`src/rtl/axi_slice_pkg.sv`:
```
// Shared types for the AXI4 register slice: channel payload structs at the default
// widths, slice/FSM enums and width helpers used to size the flat payload ports.
package axi_slice_pkg;

  localparam int AXI_ADDR_W = 32;
  localparam int AXI_DATA_W = 64;
  localparam int AXI_ID_W   = 4;
  localparam int AXI_USER_W = 1;

  typedef enum logic [1:0] {
    SLICE_BYPASS = 2'd0,
    SLICE_FWD    = 2'd1,
    SLICE_FULL   = 2'd2
  } slice_mode_e;

  typedef enum logic [1:0] {
    SKID_EMPTY = 2'd0,
    SKID_ONE   = 2'd1,
    SKID_TWO   = 2'd2
  } skid_state_e;

  function automatic int wstrb_w(input int data_w);
    return data_w / 8;
  endfunction

  // AW/AR: id, addr, len(8), size(3), burst(2), lock(1), cache(4), prot(3), qos(4), user
  function automatic int ax_w(input int id_w, input int addr_w, input int user_w);
    return id_w + addr_w + user_w + 25;
  endfunction

  function automatic int w_w(input int data_w, input int user_w);
    return data_w + wstrb_w(data_w) + user_w + 1;
  endfunction

  function automatic int b_w(input int id_w, input int user_w);
    return id_w + user_w + 2;
  endfunction

  function automatic int r_w(input int id_w, input int data_w, input int user_w);
    return id_w + data_w + user_w + 3;
  endfunction

  function automatic slice_mode_e to_mode(input int m);
    case (m)
      0:       return SLICE_BYPASS;
      1:       return SLICE_FWD;
      default: return SLICE_FULL;
    endcase
  endfunction

  localparam int AXI_STRB_W = wstrb_w(AXI_DATA_W);

  typedef struct packed {
    logic [AXI_ID_W-1:0]   id;
    logic [AXI_ADDR_W-1:0] addr;
    logic [7:0]            len;
    logic [2:0]            size;
    logic [1:0]            burst;
    logic                  lock;
    logic [3:0]            cache;
    logic [2:0]            prot;
    logic [3:0]            qos;
    logic [AXI_USER_W-1:0] user;
  } aw_pld_t;

  typedef aw_pld_t ar_pld_t;

  // WLAST and RLAST sit in the LSB so the last flag is at bit 0 for any width set.
  typedef struct packed {
    logic [AXI_DATA_W-1:0] data;
    logic [AXI_STRB_W-1:0] strb;
    logic [AXI_USER_W-1:0] user;
    logic                  last;
  } w_pld_t;

  typedef struct packed {
    logic [AXI_ID_W-1:0]   id;
    logic [1:0]            resp;
    logic [AXI_USER_W-1:0] user;
  } b_pld_t;

  typedef struct packed {
    logic [AXI_ID_W-1:0]   id;
    logic [AXI_DATA_W-1:0] data;
    logic [1:0]            resp;
    logic [AXI_USER_W-1:0] user;
    logic                  last;
  } r_pld_t;

  function automatic logic rlast_of(input r_pld_t p);
    return p.last;
  endfunction

endpackage

```
`src/rtl/axi_slice_chan.sv`:
```
// Generic one-channel valid/ready slice: bypass wire, single forward register,
// or two-entry full skid buffer with registered ready and valid.
module axi_slice_chan
  import axi_slice_pkg::*;
#(
  parameter int          WIDTH = 8,
  parameter slice_mode_e MODE  = SLICE_FULL
) (
  input  logic             ACLK,
  input  logic             ARESETn,
  input  logic             s_valid,
  input  logic [WIDTH-1:0] s_pld,
  output logic             s_ready,
  output logic             m_valid,
  output logic [WIDTH-1:0] m_pld,
  input  logic             m_ready
);

  if (MODE == SLICE_BYPASS) begin : g_bypass
    assign m_valid = s_valid;
    assign m_pld   = s_pld;
    assign s_ready = m_ready;

  end else if (MODE == SLICE_FWD) begin : g_fwd
    logic             full_q;
    logic [WIDTH-1:0] data_q;

    assign s_ready = !full_q || m_ready;
    assign m_valid = full_q;
    assign m_pld   = data_q;

    // NOTE: state uses non-blocking assignments so every flop samples pre-edge values.
    always_ff @(posedge ACLK or negedge ARESETn) begin
      if (!ARESETn) begin
        full_q <= 1'b0;
        data_q <= '0;
      end else if (s_ready) begin
        full_q <= s_valid;
        if (s_valid) data_q <= s_pld;
      end
    end

  end else begin : g_full
    skid_state_e      state;
    logic [WIDTH-1:0] main_q, skid_q;
    logic             ready_q, valid_q;
    logic             push, pop;

    assign push    = s_valid && ready_q;
    assign pop     = valid_q && m_ready;
    assign s_ready = ready_q;
    assign m_valid = valid_q;
    assign m_pld   = main_q;

    always_ff @(posedge ACLK or negedge ARESETn) begin
      if (!ARESETn) begin
        // NOTE: payload registers are reset as well so outputs read zero out of reset.
        state   <= SKID_EMPTY;
        main_q  <= '0;
        skid_q  <= '0;
        ready_q <= 1'b0;
        valid_q <= 1'b0;
      end else begin
        case (state)
          SKID_EMPTY: begin
            ready_q <= 1'b1;
            if (push) begin
              main_q  <= s_pld;
              valid_q <= 1'b1;
              state   <= SKID_ONE;
            end
          end
          SKID_ONE: begin
            if (push && !pop) begin
              skid_q  <= s_pld;
              ready_q <= 1'b0;
              state   <= SKID_TWO;
            end else if (push) begin
              main_q <= s_pld;
            end else if (pop) begin
              valid_q <= 1'b0;
              state   <= SKID_EMPTY;
            end
          end
          SKID_TWO: begin
            // Oldest beat leaves from main; the parked beat moves up behind it.
            if (pop) begin
              main_q  <= skid_q;
              ready_q <= 1'b1;
              state   <= SKID_ONE;
            end
          end
          default: state <= SKID_EMPTY;
        endcase
      end
    end
  end

endmodule

```
`src/rtl/axi_slice_cfg.sv`:
```
// AXI4 register slice, one axi_slice_chan per channel with a per-channel mode.
// Define AXI_SLICE_OUTST_EN to add outstanding AW/AR burst counters that hold issue at MAX_OUTST.
module axi_slice_cfg
  import axi_slice_pkg::*;
#(
  parameter int  ADDR_W    = AXI_ADDR_W,
  parameter int  DATA_W    = AXI_DATA_W,
  parameter int  ID_W      = AXI_ID_W,
  parameter int  USER_W    = AXI_USER_W,
  parameter int  AW_MODE   = 2,
  parameter int  W_MODE    = 2,
  parameter int  B_MODE    = 2,
  parameter int  AR_MODE   = 2,
  parameter int  R_MODE    = 2,
  parameter int  MAX_OUTST = 8,
  localparam int AW_W      = ax_w(ID_W, ADDR_W, USER_W),
  localparam int W_W       = w_w(DATA_W, USER_W),
  localparam int B_W       = b_w(ID_W, USER_W),
  localparam int AR_W      = ax_w(ID_W, ADDR_W, USER_W),
  localparam int R_W       = r_w(ID_W, DATA_W, USER_W)
) (
  input  logic                               ACLK,
  input  logic                               ARESETn,
  input  logic                               s_aw_valid,
  input  logic [AW_W-1:0]                    s_aw_pld,
  output logic                               s_aw_ready,
  input  logic                               s_w_valid,
  input  logic [W_W-1:0]                     s_w_pld,
  output logic                               s_w_ready,
  output logic                               s_b_valid,
  output logic [B_W-1:0]                     s_b_pld,
  input  logic                               s_b_ready,
  input  logic                               s_ar_valid,
  input  logic [AR_W-1:0]                    s_ar_pld,
  output logic                               s_ar_ready,
  output logic                               s_r_valid,
  output logic [R_W-1:0]                     s_r_pld,
  input  logic                               s_r_ready,
  output logic                               m_aw_valid,
  output logic [AW_W-1:0]                    m_aw_pld,
  input  logic                               m_aw_ready,
  output logic                               m_w_valid,
  output logic [W_W-1:0]                     m_w_pld,
  input  logic                               m_w_ready,
  input  logic                               m_b_valid,
  input  logic [B_W-1:0]                     m_b_pld,
  output logic                               m_b_ready,
  output logic                               m_ar_valid,
  output logic [AR_W-1:0]                    m_ar_pld,
  input  logic                               m_ar_ready,
  input  logic                               m_r_valid,
  input  logic [R_W-1:0]                     m_r_pld,
  output logic                               m_r_ready
`ifdef AXI_SLICE_OUTST_EN
  ,
  output logic [$clog2(MAX_OUTST+1)-1:0]     aw_outst,
  output logic [$clog2(MAX_OUTST+1)-1:0]     ar_outst
`endif
);

  if (MAX_OUTST < 1) begin : g_bad_max_outst
    $error("axi_slice_cfg: MAX_OUTST must be at least 1");
  end

  logic aw_valid_int, aw_ready_int;
  logic ar_valid_int, ar_ready_int;

  axi_slice_chan #(.WIDTH(AW_W), .MODE(to_mode(AW_MODE))) u_aw (
    .ACLK(ACLK), .ARESETn(ARESETn),
    .s_valid(s_aw_valid), .s_pld(s_aw_pld), .s_ready(s_aw_ready),
    .m_valid(aw_valid_int), .m_pld(m_aw_pld), .m_ready(aw_ready_int)
  );

  axi_slice_chan #(.WIDTH(W_W), .MODE(to_mode(W_MODE))) u_w (
    .ACLK(ACLK), .ARESETn(ARESETn),
    .s_valid(s_w_valid), .s_pld(s_w_pld), .s_ready(s_w_ready),
    .m_valid(m_w_valid), .m_pld(m_w_pld), .m_ready(m_w_ready)
  );

  // B and R flow slave-to-master, so the m_* side feeds the slice input.
  axi_slice_chan #(.WIDTH(B_W), .MODE(to_mode(B_MODE))) u_b (
    .ACLK(ACLK), .ARESETn(ARESETn),
    .s_valid(m_b_valid), .s_pld(m_b_pld), .s_ready(m_b_ready),
    .m_valid(s_b_valid), .m_pld(s_b_pld), .m_ready(s_b_ready)
  );

  axi_slice_chan #(.WIDTH(AR_W), .MODE(to_mode(AR_MODE))) u_ar (
    .ACLK(ACLK), .ARESETn(ARESETn),
    .s_valid(s_ar_valid), .s_pld(s_ar_pld), .s_ready(s_ar_ready),
    .m_valid(ar_valid_int), .m_pld(m_ar_pld), .m_ready(ar_ready_int)
  );

  axi_slice_chan #(.WIDTH(R_W), .MODE(to_mode(R_MODE))) u_r (
    .ACLK(ACLK), .ARESETn(ARESETn),
    .s_valid(m_r_valid), .s_pld(m_r_pld), .s_ready(m_r_ready),
    .m_valid(s_r_valid), .m_pld(s_r_pld), .m_ready(s_r_ready)
  );

`ifdef AXI_SLICE_OUTST_EN
  localparam int               CNT_W   = $clog2(MAX_OUTST + 1);
  localparam logic [CNT_W-1:0] CNT_MAX = CNT_W'(MAX_OUTST);

  logic aw_full, aw_inc, aw_dec;
  logic ar_full, ar_inc, ar_dec;

  // The gate comes from the registered count, so a presented beat is never withdrawn.
  assign aw_full      = (aw_outst == CNT_MAX);
  assign m_aw_valid   = aw_valid_int && !aw_full;
  assign aw_ready_int = m_aw_ready && !aw_full;
  assign aw_inc       = m_aw_valid && m_aw_ready;
  assign aw_dec       = s_b_valid && s_b_ready;

  assign ar_full      = (ar_outst == CNT_MAX);
  assign m_ar_valid   = ar_valid_int && !ar_full;
  assign ar_ready_int = m_ar_ready && !ar_full;
  assign ar_inc       = m_ar_valid && m_ar_ready;
  assign ar_dec       = s_r_valid && s_r_ready && s_r_pld[0];

  always_ff @(posedge ACLK or negedge ARESETn) begin
    if (!ARESETn) begin
      aw_outst <= '0;
      ar_outst <= '0;
    end else begin
      if (aw_inc && !aw_dec)                         aw_outst <= aw_outst + 1'b1;
      else if (aw_dec && !aw_inc && aw_outst != '0) aw_outst <= aw_outst - 1'b1;
      if (ar_inc && !ar_dec)                         ar_outst <= ar_outst + 1'b1;
      else if (ar_dec && !ar_inc && ar_outst != '0) ar_outst <= ar_outst - 1'b1;
    end
  end
`else
  assign m_aw_valid   = aw_valid_int;
  assign aw_ready_int = m_aw_ready;
  assign m_ar_valid   = ar_valid_int;
  assign ar_ready_int = m_ar_ready;
`endif

endmodule

```
`config.mk`:
```
export PLATFORM = sky130hd
export DESIGN_NAME = axi_slice_cfg
export DESIGN_NICKNAME = d
export VERILOG_FILES = /design/src/rtl/axi_slice_pkg.sv /design/src/rtl/axi_slice_chan.sv /design/src/rtl/axi_slice_cfg.sv
export SDC_FILE = /design/constraint.sdc
export NUM_CORES = 1
export LEC_CHECK = 0
export ABC_CLOCK_PERIOD_IN_PS = 3400
export CELL_PAD_IN_SITES_DETAIL_PLACEMENT = 1
export CELL_PAD_IN_SITES_GLOBAL_PLACEMENT = 1
export CORE_ASPECT_RATIO = 1.4
export CORE_MARGIN = 3
export CORE_UTILIZATION = 40
export DETAILED_ROUTE_END_ITERATION = 8
export HOLD_SLACK_MARGIN = 0.06
export PLACE_DENSITY = 0.83
export SLEW_MARGIN = 20
export SYNTH_ARGS = -nofsm -noshare
export SYNTH_HDL_FRONTEND = slang
export SYNTH_SLANG_ARGS = --single-unit
```
`constraint.sdc`:
```
create_clock -name ACLK -period 3.4 [get_ports ACLK]
set_input_delay 0.68 -clock ACLK [delete_from_list [all_inputs] [get_ports ACLK]]
set_output_delay 0.68 -clock ACLK [all_outputs]
set_load 0.005 [all_outputs]
```
Word-level counts from Yosys, hierarchy flattened:

Cells that the tools add are included.

* logic and storage cells: 225
* register bits after elaboration: 574
* output and inout bits: 287
* input bits: 289

* reductions and logical operators: 60
* equality and inequality tests: 50
* multiplexer cells: 90

Operator list (count)
* two-way mux 62 bit: 6
* one-hot mux 62 bit (3 select lines): 2
* two-way mux 74 bit: 3
* one-hot mux 74 bit (3 select lines): 1
* two-way mux 72 bit: 3
* one-hot mux 72 bit (3 select lines): 1
* two-way mux 2 bit: 25
* != test 2 x 1 -> 1 bit (second input constant): 20
* two-way mux 1 bit: 30
* one-hot mux 2 bit (3 select lines): 5
* AND reduction 3 bit: 10
* AND reduction 5 bit: 5
* two-way mux 7 bit: 3
* one-hot mux 7 bit (3 select lines): 1
* != test 2 bit (second input constant): 10
* AND reduction 4 bit: 5
* logical AND 1 bit: 15
* != test 3 x 1 -> 1 bit (second input constant): 5
* != test 3 bit (second input constant): 5
* one-hot mux 1 bit (3 select lines): 5
* nonzero test 3 bit: 5
* equality test 2 x 1 -> 1 bit (second input constant): 5
* equality test 2 bit (second input constant): 5
* logical NOT 2 bit: 5
* 4 further kinds: 20

Depth between registers and ports, before layout:

* depth after elaboration: 5
* gate-level depth with buffers: 6
* gate-level depth less buffers: 3

Hierarchy:

From an unflattened synthesis, not the netlist that was laid out.

* cells, all modules: 1599
* area total of the unflattened synthesis: 25430.6 sq um

By module, submodules not included
* axi_slice_chan at u_ar ...: instances 2, area each 5698.0 sq um, seq. area each 3203.1 sq um, cells each 355
* axi_slice_chan at u_w: instances 1, area each 6661.4 sq um, seq. area each 3803.6 sq um, cells each 419
* axi_slice_chan at u_r: instances 1, area each 6500.0 sq um, seq. area each 3703.6 sq um, cells each 408
* axi_slice_chan at u_b: instances 1, area each 873.3 sq um, seq. area each 450.4 sq um, cells each 62

Worst setup path after synthesis:

OpenSTA, ideal clock, no wires.

* path kind: input-to-reg
* start point: input port s_aw_valid
* end point: register u_aw.g_full.main_q[10] (netlist: u_aw.m_pld[10])
* slack: 1546 ps
* data required time: 3275 ps
* arrival: 1729 ps
* path buffers: 1
* setup time: 125 ps
* stages: 4
* cell sequence: nand2_1 > o32ai_4 > buf_6 > mux2_2

* longest elaborated chain between the ends: 4
* elaborated cells on any way between the ends: 7
* those cells by class: 1 x eq/ne; 3 x mux; 3 x reduce/logical

RTL lines
* from (decl): line axi_slice_cfg.sv:24 `input logic s_aw_valid,`
* logical AND 1 bit (*): line axi_slice_chan.sv:49 `assign push = s_valid && ready_q;`
* two-way mux 62 bit or logical AND 1 bit (tied branches)
* two-way mux 62 bit or != test 2 bit (tied branches)
* one-hot mux 62 bit (3 select lines) or AND reduction 3 bit (tied branches)
* to (signal assigned): line axi_slice_chan.sv:68 `main_q <= s_pld;`
* to (signal assigned): line axi_slice_chan.sv:79 `main_q <= s_pld;`
* to (signal assigned): line axi_slice_chan.sv:88 `main_q <= skid_q;`
* to (decl): line axi_slice_chan.sv:45 `logic [WIDTH-1:0] main_q, skid_q;`

Mark *: on every way between the ends. The rest lies on a longest branch, timed or not. The select of a mux whose other input is x is not followed.
A chain may end at the register's enable or synchronous reset.

Final worst setup path:

* start point: register u_aw.g_full.valid_q (netlist: u_aw.m_valid)
* end point: output port m_aw_valid

RTL lines
* from (decl): line axi_slice_chan.sv:46 `logic ready_q, valid_q;`
* from (signal assigned): line axi_slice_chan.sv:62 `valid_q <= 1'b0;`
* from (signal assigned): line axi_slice_chan.sv:69 `valid_q <= 1'b1;`
* from (signal assigned): line axi_slice_chan.sv:81 `valid_q <= 1'b0;`
* to (decl): line axi_slice_cfg.sv:39 `output logic m_aw_valid,`

No word-level cell between the ends.

==> metrics.txt <==
# TYPE chip_impl_metric gauge
chip_impl_metric{name="clock_tree.buffer_depth",unit=""} 3
chip_impl_metric{name="first_pass_iters",unit=""} 4
chip_impl_metric{name="synth_mux_area_share",unit="%"} 38.2
chip_impl_metric{name="drc",unit=""} 0
chip_impl_metric{name="layout-area-overhead-vs-synth",unit="%"} 35.3
chip_impl_metric{name="syn_nets",unit=""} 1892
chip_impl_metric{name="total_leakage_power",unit="nW"} 16.2
chip_impl_metric{name="slew_viol_final",unit=""} 0
chip_impl_metric{name="ys_types",unit=""} 30
chip_impl_metric{name="synth.ff_latch_count",unit=""} 574
chip_impl_metric{name="crit_path_max_fanout",unit=""} 6
chip_impl_metric{name="tritoncts_num_sinks",unit=""} 574
chip_impl_info{name="worst_setup_path_category",value="reg2out"} 1
chip_impl_metric{name="number_of_global_route_vias_before_repair",unit=""} 18600
chip_impl_info{name="grt_setup_unrepaired",value="false"} 1
chip_impl_info{name="tritoncts",value="done"} 1
chip_impl_metric{name="grt_use_met3",unit="%"} 7.81
chip_impl_metric{name="die_area",unit="mm2"} 0.0663
chip_impl_metric{name="grt_pass1_wl",unit="mm"} 112
chip_impl_metric{name="timing.final.ws_setup",unit="ps"} 1050
chip_impl_metric{name="grt_start_max_net_pins",unit=""} 70
chip_impl_metric{name="routed-via-count",unit=""} 15900
chip_impl_metric{name="synth_compound_gate_area_share",unit="%"} 1.37
chip_impl_metric{name="synth-async-reset-ratio",unit="%"} 100
chip_impl_metric{name="floorplan.rows",unit=""} 108
chip_impl_metric{name="syn-instance-count",unit=""} 1603
chip_impl_metric{name="timing.final.crit_period",unit="ps"} 2350
chip_impl_metric{name="place_worst_setup_slack",unit="ps"} 549
chip_impl_metric{name="avgSynthCellArea",unit="um2"} 15.8
chip_impl_metric{name="timing.final.crit_share",unit="%"} 69.1
chip_impl_info{name="worst_setup_path_end_kind",value="output pin"} 1
chip_impl_metric{name="clock.fmax",unit="MHz"} 426
chip_impl_metric{name="cts_buffers",unit=""} 58
chip_impl_info{name="most-common-layout-cells",value="mux2_2 (755), clkdlybuf4s50_1 (574), dfrtp_1 (574)"} 1
chip_impl_metric{name="rrSetupSlack",unit="ps"} 1080
chip_impl_metric{name="timing_worst_slew_pin_value",unit="ps"} 771
chip_impl_metric{name="worst-r2r-cell-count",unit=""} 4
chip_impl_info{name="worstPathCellList",value="clkdlybuf4s50_1"} 1
chip_impl_metric{name="synth-warning-count",unit=""} 0
chip_impl_info{name="most_common_cell_after_layout_fill_and_taps_aside",value="mux2_2"} 1
chip_impl_info{name="hold_path.class",value="reg2reg"} 1
chip_impl_metric{name="number_of_synthesized_flops_with_an_enable_pin",unit=""} 0
chip_impl_metric{name="timing.max_cap.violations",unit=""} 0
chip_impl_metric{name="post_route_cells_drive_above_1_share",unit="%"} 44.1
chip_impl_metric{name="antenna_found_initial",unit=""} 24
chip_impl_metric{name="worst_hold_path.num_cells",unit=""} 1
chip_impl_metric{name="die_w",unit="um"} 219
chip_impl_info{name="ys.flop_type",value="dfrtp_1"} 1
chip_impl_metric{name="post_synthesis_share_of_cell_area_spent_on_xor_and_xnor_gates",unit="%"} 0
chip_impl_metric{name="endpoint_required_time_on_the_critical_path",unit="ps"} 2720
chip_impl_info{name="timing.rr.start",value="u_ar.g_full.state[1]"} 1
chip_impl_metric{name="crit_buf_inv",unit=""} 1
chip_impl_metric{name="coreArea",unit="mm2"} 0.0623
chip_impl_metric{name="p_per_area",unit="mW/mm2"} 583
chip_impl_metric{name="ant_nets",unit=""} 0
chip_impl_metric{name="total_detailed_routing_wirelength",unit="mm"} 74.4
chip_impl_info{name="status",value="complete, no violations"} 1
chip_impl_metric{name="dpl.hpwl",unit="mm"} 51.6
chip_impl_metric{name="average_routed_wire_per_standard_cell",unit="um"} 24.1
chip_impl_metric{name="yosys.area_share.adder",unit="%"} 0
chip_impl_info{name="min_to",value="u_ar.g_full.skid_q[52]"} 1
chip_impl_metric{name="io-pin-count",unit=""} 576
chip_impl_info{name="worst_hold_start",value="u_ar.g_full.skid_q[52]"} 1
chip_impl_metric{name="worst_slew_margin_rel",unit="%"} 48.5
chip_impl_metric{name="globalRouteMet1Util",unit="%"} 22.3
chip_impl_metric{name="cts_max_level",unit=""} 2
chip_impl_metric{name="synthesis.area",unit="mm2"} 0.0253
chip_impl_metric{name="layout.filler_cells",unit=""} 5938
chip_impl_metric{name="clk_pin_slew",unit="ps"} 60
chip_impl_metric{name="fin_worst_skew",unit="ps"} 19.7
chip_impl_metric{name="port-buffer-count",unit=""} 575
chip_impl_info{name="gate_family_responsible_for_the_most_delay_along_the_worst_path",value="buffers and inverters"} 1
chip_impl_metric{name="grt_util_met2",unit="%"} 39.8
chip_impl_metric{name="final_nets",unit=""} 2481
chip_impl_info{name="worstReg2RegEnd",value="u_ar.m_pld[60]"} 1
chip_impl_metric{name="tns",unit="ps"} 0
chip_impl_metric{name="grt.total_usage",unit="%"} 21.8
chip_impl_metric{name="dieHeight",unit="um"} 304
chip_impl_metric{name="timing.critical_path.slowest_cell_delay",unit="ps"} 610
chip_impl_metric{name="hold_violations",unit=""} 0
chip_impl_metric{name="gr-total-overflow",unit=""} 0
chip_impl_metric{name="clock_insertion_delay_worst_skew",unit="ps"} 620
chip_impl_metric{name="max-vdd-ir-drop",unit="V"} 0.000687
chip_impl_metric{name="yosys.area_share.simple",unit="%"} 1.10
chip_impl_info{name="busiest_layer_in_global_routing",value="met2"} 1
chip_impl_metric{name="drt-initial-drc-count",unit=""} 629
chip_impl_metric{name="globalplace.congestion",unit=""} 0.840
chip_impl_metric{name="start_util",unit="%"} 40.6
chip_impl_info{name="largest_family_of_logic_cells_by_synthesized_area",value="multiplexers"} 1
chip_impl_metric{name="drt-vias-per-instance",unit=""} 5.14
chip_impl_metric{name="critical_path_arrival",unit="ps"} 1670
chip_impl_metric{name="seq_area_frac_synth",unit="%"} 56.8
chip_impl_metric{name="setup_viol",unit=""} 0
chip_impl_info{name="cp-start-kind",value="flop"} 1
chip_impl_info{name="slowest_stage",value="clkdlybuf4s50_1"} 1
chip_impl_info{name="clock-root-buffer",value="clkbuf_16"} 1
layout make-up:
class,instances,area (um2),share of cell area [%]
Clock inverter,20,300,0.878
Timing Repair Buffer,618,6310,18.4
Tap cell,825,1030,3.02
Sequential cell,574,14400,42.0
Inverter,13,48.8,0.143
Clock buffer,89,1760,5.14
Multi-Input combinational cell,927,10400,30.3
Antenna cell,19,47.5,0.139
synthesized netlist by cell type, types with 3 or more instances:
master	n	area [um2]
dfrtp_1	574	14400
mux2_2	755	8500
nand2_1	19	71.3
mux2_1	8	90.1
inv_1	13	48.8
mux2i_1	3	30.0
a211o_1	4	35.0
o22ai_1	3	18.8
mux2_4	70	1050
and3b_1	5	43.8
nand2b_1	5	31.3
a32oi_1	3	26.3
a31o_2	8	70.1
a21boi_2	3	33.8
a21oi_1	10	50.1
nor2b_1	4	25.0
o21ai_0	5	25.0
buf_6	18	203
buf_4	12	90.1
nor2_1	5	18.8
and2_1	5	31.3
buf_2	57	285
cells by family (layout without fill, tap and decap cells):
family,after synthesis,after routing
buffers and inverters,102,740
other,0,19
muxes,836,836
DFF,574,574
and+or+nand+nor,50,50
AOI/OAI and AO/OA,41,41
worst reg2reg max path: stages, from the launching register on:
cell and delay, ps:
dfrtp_1 520, and2b_2 690, buf_12 320, mux2_2 390
mux2_1 290
sequential cells by signal, summed over array words and instances (netlist names), 7 cells and up:
name / cells
u_ar.g_full.skid_q: 62
u_ar.m_pld: 62
u_aw.g_full.skid_q: 62
u_aw.m_pld: 62
u_b.g_full.skid_q: 7
u_b.m_pld: 7
u_r.g_full.skid_q: 72
u_r.m_pld: 72
u_w.g_full.skid_q: 74
u_w.m_pld: 74
metrics by stage:
step           util, %  power [mW]  hold WS, ps  cells  cell area, um2
2_1_floorplan        -        10.9          384   1603           25300
3_3_place_gp      51.5        12.9          469   2956           32100
3_5_place_dp      51.5        13.2          487   2956           32100
4_1_cts           54.9        20.2          503   3066           34200
5_1_grt           54.9        20.8          511   3083           34200
6_report          54.9        20.0          502   3085           34200
timing repair:
action,4_1_cts,5_1_grt
gates resized for setup,0,0
buffers inserted,0,0
hold endpoints to repair,19,0
hold buffers,1,0
routing by layer:
layer / wire [um] / share of wire (%) / up-vias
li1: - / - / 6973
met1: 25200 / 34 / 8213
met2: 39600 / 53 / 490
met3: 6160 / 8.3 / 160
met4: 3320 / 4.5 / 14
met5: 95 / 0.13 / -
where the power goes:
part	leakage (nW)	total, mW	internal [mW]	switching (mW)
registers	7.64	8.51	7.86	0.648
clock network	1.02	6.86	4.09	2.77
logic	7.51	4.59	2.95	1.64
worst max path at each step:
stage / start / endpoint / cells after the start
after floorplan: s_aw_valid / u_aw.m_pld[10] / 4
after global placement: m_r_valid / u_r.m_pld[71] / 5
after detailed placement: m_r_valid / u_r.m_pld[71] / 5
after CTS: u_aw.m_valid / m_aw_valid / 1
after global routing: u_aw.m_valid / m_aw_valid / 1
final: u_aw.m_valid / m_aw_valid / 1
Power figures use the tool's default switching activity.
